[src/rtl/act_lut_stage_pkg.sv]
// rtl/act_lut_stage_pkg.sv - shared widths, config map and clamp reset values for the activation LUT path
package act_lut_stage_pkg;

   localparam int DATA_WIDTH     = 8;
   localparam int ADDR_WIDTH     = 4;
   localparam int CFG_ADDR_WIDTH = 5;

   localparam logic [CFG_ADDR_WIDTH-1:0] CFG_MAX = 5'd16;
   localparam logic [CFG_ADDR_WIDTH-1:0] CFG_MIN = 5'd17;

   localparam logic [7:0] MAX_CLAMP_RST = 8'h08;
   localparam logic [7:0] MIN_CLAMP_RST = 8'hF8;

   typedef enum logic [1:0] {
      SEL_LUT = 2'd0,
      SEL_MAX = 2'd1,
      SEL_MIN = 2'd2
   } sel_e;

   // High saturation dominates when the address generator flags both ends.
   function automatic sel_e pick_sel(input logic max_en, input logic min_en);
      if (max_en)      return SEL_MAX;
      else if (min_en) return SEL_MIN;
      else             return SEL_LUT;
   endfunction

endpackage

[src/rtl/act_lut_stage_if.sv]
// rtl/act_lut_stage_if.sv - input address/flag handshake and activation output handshake
interface act_lut_stage_if #(
   parameter int DATA_WIDTH = act_lut_stage_pkg::DATA_WIDTH,
   parameter int ADDR_WIDTH = act_lut_stage_pkg::ADDR_WIDTH
);
   logic                  i_in_valid;
   logic                  o_in_ready;
   logic [ADDR_WIDTH-1:0] i_lut_addr;
   logic                  i_max_value_en;
   logic                  i_min_value_en;
   logic                  o_out_valid;
   logic                  i_out_ready;
   logic [DATA_WIDTH-1:0] o_act_dat;

   modport slave (
      input  i_in_valid, i_lut_addr, i_max_value_en, i_min_value_en, i_out_ready,
      output o_in_ready, o_out_valid, o_act_dat
   );

   modport master (
      output i_in_valid, i_lut_addr, i_max_value_en, i_min_value_en, i_out_ready,
      input  o_in_ready, o_out_valid, o_act_dat
   );
endinterface

[src/rtl/act_lut_regfile.sv]
// rtl/act_lut_regfile.sv - LUT and clamp registers with one write port and combinational read
module act_lut_regfile #(
   parameter int DATA_WIDTH = act_lut_stage_pkg::DATA_WIDTH,
   parameter int ADDR_WIDTH = act_lut_stage_pkg::ADDR_WIDTH
) (
   input  logic                  i_clk,
   input  logic                  i_rst_n,
   input  logic                  i_we,
   input  logic [4:0]            i_addr,
   input  logic [DATA_WIDTH-1:0] i_data,
   input  logic [ADDR_WIDTH-1:0] i_rd_idx,
   output logic [DATA_WIDTH-1:0] o_rd_dat,
   output logic [DATA_WIDTH-1:0] o_max_clamp,
   output logic [DATA_WIDTH-1:0] o_min_clamp
);
   import act_lut_stage_pkg::*;

   localparam int DEPTH = 1 << ADDR_WIDTH;

   logic [DATA_WIDTH-1:0] r_lut [DEPTH];
   logic [DATA_WIDTH-1:0] r_max_clamp;
   logic [DATA_WIDTH-1:0] r_min_clamp;

   // Addresses past the clamp slots fall through every branch and write nothing.
   always_ff @(posedge i_clk or negedge i_rst_n) begin
      if (!i_rst_n) begin
         for (int i = 0; i < DEPTH; i++) r_lut[i] <= '0;
         r_max_clamp <= DATA_WIDTH'(MAX_CLAMP_RST);
         r_min_clamp <= DATA_WIDTH'(MIN_CLAMP_RST);
      end else if (i_we) begin
         if (i_addr == CFG_MAX)
            r_max_clamp <= i_data;
         else if (i_addr == CFG_MIN)
            r_min_clamp <= i_data;
         else if (i_addr < 5'(DEPTH))
            r_lut[i_addr[ADDR_WIDTH-1:0]] <= i_data;
      end
   end

   assign o_rd_dat    = r_lut[i_rd_idx];
   assign o_max_clamp = r_max_clamp;
   assign o_min_clamp = r_min_clamp;

endmodule

[src/rtl/act_lut_stage.sv]
// rtl/act_lut_stage.sv - two-stage activation lookup with clamp override and saturation counters
module act_lut_stage #(
   parameter int DATA_WIDTH = act_lut_stage_pkg::DATA_WIDTH,
   parameter int ADDR_WIDTH = act_lut_stage_pkg::ADDR_WIDTH,
   parameter int CNT_WIDTH  = 16
) (
   input  logic                  i_clk,
   input  logic                  i_rst_n,
   input  logic                  i_cfg_we,
   input  logic [4:0]            i_cfg_addr,
   input  logic [DATA_WIDTH-1:0] i_cfg_data,
   act_lut_stage_if.slave        bus,
   input  logic                  i_cnt_clr,
   output logic [CNT_WIDTH-1:0]  o_sat_max_cnt,
   output logic [CNT_WIDTH-1:0]  o_sat_min_cnt
);
   import act_lut_stage_pkg::*;

   logic                  w_adv;
   logic                  w_accept;
   logic [DATA_WIDTH-1:0] w_lut_dat;
   logic [DATA_WIDTH-1:0] w_max_clamp;
   logic [DATA_WIDTH-1:0] w_min_clamp;
   logic [DATA_WIDTH-1:0] w_result;

   logic                  r_s1_valid;
   logic [ADDR_WIDTH-1:0] r_s1_idx;
   logic                  r_s1_max;
   logic                  r_s1_min;
   logic                  r_out_valid;
   logic [DATA_WIDTH-1:0] r_act_dat;
   logic [CNT_WIDTH-1:0]  r_max_cnt;
   logic [CNT_WIDTH-1:0]  r_min_cnt;

   assign w_adv    = !r_out_valid || bus.i_out_ready;
   assign w_accept = bus.i_in_valid && w_adv;

   // Read happens from stage 1, so a same-cycle config write lands after this transfer.
   act_lut_regfile #(
      .DATA_WIDTH (DATA_WIDTH),
      .ADDR_WIDTH (ADDR_WIDTH)
   ) u_regfile (
      .i_clk       (i_clk),
      .i_rst_n     (i_rst_n),
      .i_we        (i_cfg_we),
      .i_addr      (i_cfg_addr),
      .i_data      (i_cfg_data),
      .i_rd_idx    (r_s1_idx),
      .o_rd_dat    (w_lut_dat),
      .o_max_clamp (w_max_clamp),
      .o_min_clamp (w_min_clamp)
   );

   always_comb begin
      w_result = w_lut_dat;
      case (pick_sel(r_s1_max, r_s1_min))
         SEL_MAX: w_result = w_max_clamp;
         SEL_MIN: w_result = w_min_clamp;
         default: w_result = w_lut_dat;
      endcase
   end

   always_ff @(posedge i_clk or negedge i_rst_n) begin
      if (!i_rst_n) begin
         r_s1_valid  <= 1'b0;
         r_s1_idx    <= '0;
         r_s1_max    <= 1'b0;
         r_s1_min    <= 1'b0;
         r_out_valid <= 1'b0;
         r_act_dat   <= '0;
      end else if (w_adv) begin
         r_s1_valid  <= w_accept;
         r_s1_idx    <= bus.i_lut_addr;
         r_s1_max    <= bus.i_max_value_en;
         r_s1_min    <= bus.i_min_value_en;
         r_out_valid <= r_s1_valid;
         if (r_s1_valid) r_act_dat <= w_result;
      end
   end

   always_ff @(posedge i_clk or negedge i_rst_n) begin
      if (!i_rst_n) begin
         r_max_cnt <= '0;
         r_min_cnt <= '0;
      end else if (i_cnt_clr) begin
         r_max_cnt <= '0;
         r_min_cnt <= '0;
      end else if (w_accept) begin
         if (bus.i_max_value_en) begin
            if (r_max_cnt != '1) r_max_cnt <= r_max_cnt + CNT_WIDTH'(1);
         end else if (bus.i_min_value_en) begin
            if (r_min_cnt != '1) r_min_cnt <= r_min_cnt + CNT_WIDTH'(1);
         end
      end
   end

   assign bus.o_in_ready  = w_adv;
   assign bus.o_out_valid = r_out_valid;
   assign bus.o_act_dat   = r_act_dat;
   assign o_sat_max_cnt   = r_max_cnt;
   assign o_sat_min_cnt   = r_min_cnt;

endmodule
[src/flat_wrapper.sv]
// flat-port wrapper written by rule: the top's interface ports become plain ports
module act_lut_stage_flat import act_lut_stage_pkg::*;
#(
   parameter int DATA_WIDTH = act_lut_stage_pkg::DATA_WIDTH,
   parameter int ADDR_WIDTH = act_lut_stage_pkg::ADDR_WIDTH,
   parameter int CNT_WIDTH  = 16
)
  (i_clk, i_rst_n, i_cfg_we, i_cfg_addr, i_cfg_data, i_cnt_clr, o_sat_max_cnt, o_sat_min_cnt, bus_i_in_valid, bus_i_lut_addr, bus_i_max_value_en, bus_i_min_value_en, bus_i_out_ready, bus_o_in_ready, bus_o_out_valid, bus_o_act_dat);
  act_lut_stage_if #(.DATA_WIDTH(DATA_WIDTH), .ADDR_WIDTH(ADDR_WIDTH)) bus_i ();
  input  logic i_clk;
  input  logic i_rst_n;
  input  logic i_cfg_we;
  input  logic [4:0] i_cfg_addr;
  input  logic [DATA_WIDTH-1:0] i_cfg_data;
  input  logic i_cnt_clr;
  output logic [CNT_WIDTH-1:0] o_sat_max_cnt;
  output logic [CNT_WIDTH-1:0] o_sat_min_cnt;
  input wire logic [$bits(bus_i.i_in_valid)-1:0] bus_i_in_valid;
  input wire logic [$bits(bus_i.i_lut_addr)-1:0] bus_i_lut_addr;
  input wire logic [$bits(bus_i.i_max_value_en)-1:0] bus_i_max_value_en;
  input wire logic [$bits(bus_i.i_min_value_en)-1:0] bus_i_min_value_en;
  input wire logic [$bits(bus_i.i_out_ready)-1:0] bus_i_out_ready;
  output wire logic [$bits(bus_i.o_in_ready)-1:0] bus_o_in_ready;
  output wire logic [$bits(bus_i.o_out_valid)-1:0] bus_o_out_valid;
  output wire logic [$bits(bus_i.o_act_dat)-1:0] bus_o_act_dat;
  assign bus_i.i_in_valid = bus_i_in_valid;
  assign bus_i.i_lut_addr = bus_i_lut_addr;
  assign bus_i.i_max_value_en = bus_i_max_value_en;
  assign bus_i.i_min_value_en = bus_i_min_value_en;
  assign bus_i.i_out_ready = bus_i_out_ready;
  assign bus_o_in_ready = bus_i.o_in_ready;
  assign bus_o_out_valid = bus_i.o_out_valid;
  assign bus_o_act_dat = bus_i.o_act_dat;
  act_lut_stage #(.DATA_WIDTH(DATA_WIDTH), .ADDR_WIDTH(ADDR_WIDTH), .CNT_WIDTH(CNT_WIDTH)) u_core (.i_clk(i_clk), .i_rst_n(i_rst_n), .i_cfg_we(i_cfg_we), .i_cfg_addr(i_cfg_addr), .i_cfg_data(i_cfg_data), .bus(bus_i), .i_cnt_clr(i_cnt_clr), .o_sat_max_cnt(o_sat_max_cnt), .o_sat_min_cnt(o_sat_min_cnt));
endmodule
[config.mk]
export PLATFORM = sky130hd
export DESIGN_NAME = act_lut_stage_flat
export DESIGN_NICKNAME = d
export VERILOG_FILES = /design/src/rtl/act_lut_stage_pkg.sv /design/src/rtl/act_lut_stage_if.sv /design/src/rtl/act_lut_regfile.sv /design/src/rtl/act_lut_stage.sv /design/src/flat_wrapper.sv
export SDC_FILE = /design/constraint.sdc
export NUM_CORES = 1
export LEC_CHECK = 0
export BUFFER_PORTS_ARGS = -buffer_cell sky130_fd_sc_hd__buf_4
export CAP_MARGIN = 30
export CORE_UTILIZATION = 35
export DETAILED_ROUTE_END_ITERATION = 10
export SLEW_MARGIN = 15
export SYNTH_ARGS = -nofsm -noshare
export SYNTH_HDL_FRONTEND = slang
export SYNTH_SLANG_ARGS = --single-unit
[constraint.sdc]
create_clock -name i_clk -period 2.05 [get_ports i_clk]
set_input_delay 0.1025 -clock i_clk [delete_from_list [all_inputs] [get_ports i_clk]]
set_output_delay 0.1025 -clock i_clk [all_outputs]
set_load 0.02 [all_outputs]
# After elaboration in Yosys (flattened, before gate mapping)

Cells that the tools add are included.

Add/subtract/negate cells: 2
Magnitude comparators: 4
Eq/ne operators: 7
Multiplexer cells: 18
Bitwise logic cells: 4
Reduce and logical (&&, ||, !) cells: 15

Operators by type and width:

| operator                                                               | count |
|---|---|
| 16-bit 2-to-1 mux                                                      | 9 |
| 128-bit bitwise mux                                                    | 1 |
| 16-bit by 1-bit adder with 16-bit output (second input constant)       | 2 |
| 8-bit binary-select mux with 4-bit select                              | 1 |
| 8-bit demux with 4-bit select                                          | 1 |
| 16-bit != test (second input constant)                                 | 2 |
| 8-bit 2-to-1 mux                                                       | 3 |
| 8-bit one-hot mux with 2 select lines                                  | 1 |
| 5-bit equality test (second input constant)                            | 2 |
| 5-bit greater-or-equal comparator (second input constant)              | 2 |
| 4-bit NOT with 5-bit output                                            | 2 |
| 2-bit nonzero test                                                     | 5 |
| 4-bit AND reduction                                                    | 2 |
| 3-bit AND reduction                                                    | 2 |
| 5-bit by 1-bit < comparator with 1-bit output (second input constant)  | 1 |
| 5-bit < comparator (second input constant)                             | 1 |
| 2-bit 2-to-1 mux                                                       | 2 |
| 2-bit AND reduction                                                    | 2 |
| 2-bit by 1-bit equality test with 1-bit output (second input constant) | 1 |
| 2-bit equality test (second input constant)                            | 1 |
| 1-bit logical AND                                                      | 2 |
| 2-bit != test (second input constant)                                  | 1 |
| 1-bit NOT                                                              | 2 |
| 1-bit zero test                                                        | 1 |
| 1-bit logical OR                                                       | 1 |

Flip-flop bits (word level): 192
Input port bits: 25
Output and inout port bits: 42
Word-level logic and storage cells: 76

# Longest topological paths before layout

Word-level depth: 6
Mapped depth: 7
Mapped depth without buffers: 6

# Modules after synthesis

Synthesis repeated with hierarchy kept, for this count alone.

Cells, all modules: 697
Area total of the unflattened synthesis: 9230.1 um^2

By module, submodules not included:

| module          | instances | cells an instance | area each (um^2) | sequential area each (um^2) |
|---|---|---|---|---|
| act_lut_regfile | 1         | 398               | 6463.7           | 3611.0 |
| act_lut_stage   | 1         | 299               | 2766.4           | 1201.2 |

# Least setup slack after synthesis

Ideal clock, no wire load.

Kind: reg2reg
From: reg u_core.r_min_cnt[0], in the netlist u_core.o_sat_min_cnt[0]
To: reg u_core.r_min_cnt[9], in the netlist u_core.o_sat_min_cnt[9]
Arrival: 1.678 ns
Required time: 1.925 ns
Slack: 0.247 ns
Cell stages (with the launch flop): 7
Path buffers: 0
Cell sequence: dfrtp_1 > ha_1 > nand4b_1 > nor4_2 > nor2_1 > nand3_1 > mux2_2

Longest elaborated chain between the ends: 6
Elaborated cells on any way between the ends: 9
Classes of those cells: add/sub (1); eq/ne (1); mux (5); reduce/logical (2)

RTL lines:

| item                                     | line                | text |
|---|---|---|
| from (decl)                              | act_lut_stage.sv:33 | `logic [CNT_WIDTH-1:0] r_min_cnt;` |
| from (signal assigned)                   | act_lut_stage.sv:92 | `if (r_min_cnt != '1) r_min_cnt <= r_min_cnt + CNT_WIDTH'(1);` |
| 16-bit by 1-bit adder with 16-bit output | act_lut_stage.sv:92 |  |
| 16-bit 2-to-1 mux                        | act_lut_stage.sv:92 |  |
| 16-bit 2-to-1 mux                        | act_lut_stage.sv:91 | `end else if (bus.i_min_value_en) begin` |
| 16-bit 2-to-1 mux                        | act_lut_stage.sv:89 | `if (bus.i_max_value_en) begin` |
| 16-bit 2-to-1 mux                        | act_lut_stage.sv:88 | `end else if (w_accept) begin` |
| 16-bit 2-to-1 mux                        | act_lut_stage.sv:85 | `end else if (i_cnt_clr) begin` |

Parallel ways exist; a longest one is shown, timed or not. The select of a mux whose other input is x is not followed.
A chain may end at the register's enable or synchronous reset.

# Worst setup path after layout

From: reg u_core.r_max_cnt[0], in the netlist u_core.o_sat_max_cnt[0]
To: reg u_core.r_max_cnt[4], in the netlist u_core.o_sat_max_cnt[4]

Longest elaborated chain between the ends: 5
Elaborated cells on any way between the ends: 8
Classes of those cells: add/sub (1); eq/ne (1); mux (4); reduce/logical (2)

RTL lines:

| item                                     | line                | text |
|---|---|---|
| from (decl)                              | act_lut_stage.sv:32 | `logic [CNT_WIDTH-1:0] r_max_cnt;` |
| from (signal assigned)                   | act_lut_stage.sv:90 | `if (r_max_cnt != '1) r_max_cnt <= r_max_cnt + CNT_WIDTH'(1);` |
| 16-bit by 1-bit adder with 16-bit output | act_lut_stage.sv:90 |  |
| 16-bit 2-to-1 mux                        | act_lut_stage.sv:90 |  |
| 16-bit 2-to-1 mux                        | act_lut_stage.sv:89 |  |
| 16-bit 2-to-1 mux                        | act_lut_stage.sv:88 |  |
| 16-bit 2-to-1 mux                        | act_lut_stage.sv:85 |  |

Parallel ways exist; a longest one is shown, timed or not. The select of a mux whose other input is x is not followed.

==> metrics.txt <==
# TYPE chip_impl_metric gauge
chip_impl_metric{name="cell_depth_of_the_worst_flop_to_flop_path",unit=""} 6
chip_impl_metric{name="timing.slew.headroom",unit="%"} 47.1
chip_impl_info{name="hold_path.startpoint",value="i_cfg_data[7]"} 1
chip_impl_metric{name="r2r_setup_slack",unit="ps"} 220
chip_impl_metric{name="post_synth_instance_area",unit="sq mm"} 0.00904
chip_impl_info{name="min_delay_worst_endpoint",value="u_core.u_regfile.r_lut[39]$_DFFE_PN0P_"} 1
chip_impl_metric{name="avgSynthCellArea",unit="sq um"} 13.6
chip_impl_metric{name="dieWidth",unit="um"} 163
chip_impl_info{name="synth_top_cells_by_area",value="dfrtp_1 (51%), mux2_2 (19%), mux4_1 (5.8%)"} 1
chip_impl_info{name="timing.critical_path.to_type",value="flip-flop"} 1
chip_impl_info{name="start_kind",value="flip-flop"} 1
chip_impl_metric{name="post-route-min-period",unit="ps"} 1830
chip_impl_metric{name="vias",unit=""} 5822
chip_impl_metric{name="rows",unit=""} 58
chip_impl_info{name="synth-main-ff-cell",value="dfrtp_1"} 1
chip_impl_metric{name="die_h",unit="um"} 163
chip_impl_metric{name="grt_overflow",unit=""} 0
chip_impl_metric{name="max_freq",unit="MHz"} 545
chip_impl_metric{name="route.detailed.vias_per_inst",unit=""} 5.33
chip_impl_metric{name="insertion_delay",unit="ps"} 440
chip_impl_metric{name="hold-path-cell-count",unit=""} 2
chip_impl_metric{name="vdd.ir_drop.worst",unit="mV"} 0.567
chip_impl_metric{name="grt_util_overall",unit="%"} 16.7
chip_impl_metric{name="io_pins",unit=""} 67
chip_impl_metric{name="pin_count_of_the_biggest_net_entering_global_routing",unit=""} 53
chip_impl_metric{name="max_cap_viol_count",unit=""} 0
chip_impl_metric{name="cts_inserted_buffers",unit=""} 17
chip_impl_info{name="synth_area_leader_cell",value="dfrtp_1"} 1
chip_impl_metric{name="layout.area.seq",unit="sq mm"} 0.00481
chip_impl_metric{name="timing.setup.tns",unit="ps"} 0
chip_impl_metric{name="period_share",unit="%"} 89.5
chip_impl_metric{name="synth-async-reset-ratio",unit="%"} 100
chip_impl_metric{name="required",unit="ps"} 2360
chip_impl_metric{name="clock_sinks",unit=""} 192
chip_impl_metric{name="grt_pass1_wl",unit="um"} 33200
chip_impl_metric{name="cts.reportedPaths.clkPinSlew",unit="ps"} 80
chip_impl_metric{name="core_region_area",unit="sq mm"} 0.0253
chip_impl_metric{name="layout-drive-gt1-share",unit="%"} 39.4
chip_impl_metric{name="effective_utilization_at_floorplan",unit="%"} 35.8
chip_impl_metric{name="report.final.slew_viol_count",unit=""} 0
chip_impl_info{name="clock_tree_from_tritoncts",value="built"} 1
chip_impl_metric{name="total_power_density_per_cell_area",unit="mW/mm^2"} 895
chip_impl_metric{name="cts-htree-levels",unit=""} 4
chip_impl_info{name="most_frequent_cells_in_the_layout",value="dfrtp_1 (186), mux2_2 (153), buf_4 (90), nor2_1 (42), xnor2_1 (25)"} 1
chip_impl_metric{name="final_cell_count_no_fill",unit=""} 1092
chip_impl_metric{name="syn-num-nets",unit=""} 691
chip_impl_metric{name="power.total",unit="mW"} 9.57
chip_impl_info{name="most_common_cell_after_layout_fill_and_taps_aside",value="dfrtp_1"} 1
chip_impl_metric{name="worst-path-max-fanout",unit=""} 8
chip_impl_metric{name="antenna_violations_before_repair",unit=""} 0
chip_impl_metric{name="first_pass_iters",unit=""} 4
chip_impl_info{name="clockRootBuffer",value="clkbuf_16"} 1
chip_impl_metric{name="initialDrtViolationCount",unit=""} 283
chip_impl_metric{name="yosysWarnings",unit=""} 0
chip_impl_info{name="reg2reg_from",value="u_core.o_sat_max_cnt[0]$_DFFE_PN0P_"} 1
chip_impl_metric{name="ant_nets",unit=""} 0
chip_impl_metric{name="setup_skew_after_layout",unit="ps"} 13.9
chip_impl_metric{name="number_of_port_buffers",unit=""} 66
chip_impl_metric{name="drt_wl_total",unit="um"} 21100
chip_impl_metric{name="die_area",unit="sq mm"} 0.0265
chip_impl_metric{name="gp_congestion",unit=""} 0.818
chip_impl_info{name="worstSetupPathType",value="reg2reg"} 1
chip_impl_metric{name="report.final.hold_viol_count",unit=""} 0
chip_impl_metric{name="wl_per_cell",unit="um"} 19.3
chip_impl_info{name="result_of_the_run",value="finished, final reports clean"} 1
chip_impl_metric{name="cell_count_post_placement",unit=""} 1051
chip_impl_metric{name="setup-violations-final",unit=""} 0
chip_impl_info{name="worstReg2RegEnd",value="u_core.o_sat_max_cnt[4]$_DFFE_PN0P_"} 1
chip_impl_metric{name="number_of_enable_type_register_cells_in_the_synthesized_netlist",unit=""} 0
chip_impl_info{name="hp-class",value="in2reg"} 1
chip_impl_metric{name="grt_pass1_vias",unit=""} 5808
chip_impl_metric{name="synthesis.instances",unit=""} 664
chip_impl_metric{name="synth_seq_cells",unit=""} 192
chip_impl_metric{name="synth_largest_type_area_fraction",unit="%"} 51.5
chip_impl_metric{name="drc_errors",unit=""} 0
chip_impl_metric{name="netlist-cell-type-count",unit=""} 51
chip_impl_metric{name="place.detailed.hpwl",unit="um"} 14500
chip_impl_metric{name="worst_slew_pin_slew",unit="ps"} 791
chip_impl_metric{name="worst-endpoint-arrival",unit="ps"} 2140
chip_impl_metric{name="cts.path.max_buffers",unit=""} 2
chip_impl_metric{name="synth_sequential_area_ratio",unit="%"} 53.2
chip_impl_metric{name="multi_input_area",unit="sq mm"} 0.00403
chip_impl_metric{name="area_growth_syn_to_layout",unit="%"} 18.3
chip_impl_metric{name="finish.net_count",unit=""} 776
chip_impl_metric{name="num_antenna_cells",unit=""} 0
chip_impl_metric{name="fillerInstances",unit=""} 2362
chip_impl_info{name="setup_repair_after_global_routing_missed_its_margin",value="false"} 1
chip_impl_metric{name="leakagePower",unit="nW"} 4.73
==> synthesized netlist by cell type, types with 3 or more instances <==
library cell	n
a211oi_1	5
dfrtp_1	186
nor2_1	42
nand2_1	20
a31oi_1	8
and2_1	4
nor2b_1	11
mux4_2	5
buf_4	3
inv_1	5
mux2_2	153
a221oi_1	13
mux2i_1	15
buf_6	3
buf_2	11
o211ai_1	3
nand2b_1	3
nand3_1	14
dfstp_2	6
a311oi_1	3
nor4_1	12
and3_1	4
xnor2_1	25
clkbuf_1	20
and4_1	3
nand4_1	16
o21ai_0	7
a22oi_1	7
mux4_1	20
nor3_1	9
==> state kept, by name, indices dropped and copies added, names as in the netlist <==
name	flops
u_core.u_regfile.r_lut	128
u_core.r_s1_idx	4
u_core.bus.o_out_valid	1
u_core.r_s1_max	1
u_core.r_s1_valid	1
u_core.o_sat_max_cnt	16
u_core.u_regfile.o_max_clamp	8
u_core.u_regfile.o_min_clamp	8
u_core.o_sat_min_cnt	16
u_core.r_s1_min	1
u_core.bus.o_act_dat	8
==> power by group <==
part           total, mW  internal [mW]  leakage (nW)  switching, mW
logic               1.68          0.931          2.00          0.748
clock network       3.15           1.60         0.267           1.55
registers           4.74           4.42          2.46          0.323
==> repair_timing <==
action / CTS / global route
gates resized for setup: 0 / 1
buffers inserted: 0 / 0
hold buffers: 9 / 0
setup endpoints to repair: 0 / 4
endpoints found under the hold margin: 58 / 0
==> final cells by class <==
class	count	share of cell area (%)
sequential	192	45.0
clock buffer	18	4.01
timing repair buffer	105	8.22
inverter	5	0.175
multi-input combinational	428	37.6
tap	330	3.86
clock inverter	14	1.10
==> kinds of logic after synthesis <==
logic type / Yosys count / share of synthesized area [%]
DFF: 192 / 53.2
xor gates and xnor gates: 25 / 2.42
and+or+nand+nor: 151 / 9.02
AOI/OAI and AO/OA: 57 / 4.95
muxes: 193 / 27.8
buffers and inverters: 44 / 2.35
adders and majority gates: 2 / 0.277
==> worst max path at each step <==
stage | from | endpoint | cells after the start
finish | u_core.o_sat_max_cnt[0]$_DFFE_PN0P_ | u_core.o_sat_max_cnt[4]$_DFFE_PN0P_ | 6
detailed placement | u_core.o_sat_min_cnt[0]$_DFFE_PN0P_ | u_core.o_sat_min_cnt[0]$_DFFE_PN0P_ | 5
global placement | u_core.o_sat_min_cnt[0]$_DFFE_PN0P_ | u_core.o_sat_min_cnt[0]$_DFFE_PN0P_ | 5
global route | u_core.o_sat_min_cnt[0]$_DFFE_PN0P_ | u_core.o_sat_min_cnt[9]$_DFFE_PN0P_ | 6
floorplan | u_core.o_sat_min_cnt[0]$_DFFE_PN0P_ | u_core.o_sat_min_cnt[9]$_DFFE_PN0P_ | 6
CTS | u_core.o_sat_min_cnt[0]$_DFFE_PN0P_ | u_core.o_sat_min_cnt[0]$_DFFE_PN0P_ | 5
==> critical path, cell delays in order (launching register included) <==
cell and delay, ps:
dfrtp_1 430, ha_1 210, and2_1 150, nand4_1 290, a311oi_1 420, xnor2_1 160
nor2_1 50
==> per-stage QoR <==
stage	area, sq um	hold WS, ps	utilization, %	setup WS, ps
floorplan	9040	-193	-	247
global placement	10100	77.5	39.8	187
detailed placement	10100	80.7	39.8	106
CTS	10700	66.5	42.3	70.8
global route	10700	85.6	42.4	49.3
finish	10700	76.1	42.4	216
==> per-layer routing <==
metal  up-vias  track usage [%]  wire, um
met5         -                0         0
met4         0             4.59       311
met3        21             3.18       508
met2        84             27.5     10500
met1      3033             22.4      9770
li1       2684                -         -
No activity file was read; power rests on OpenSTA's default activity.
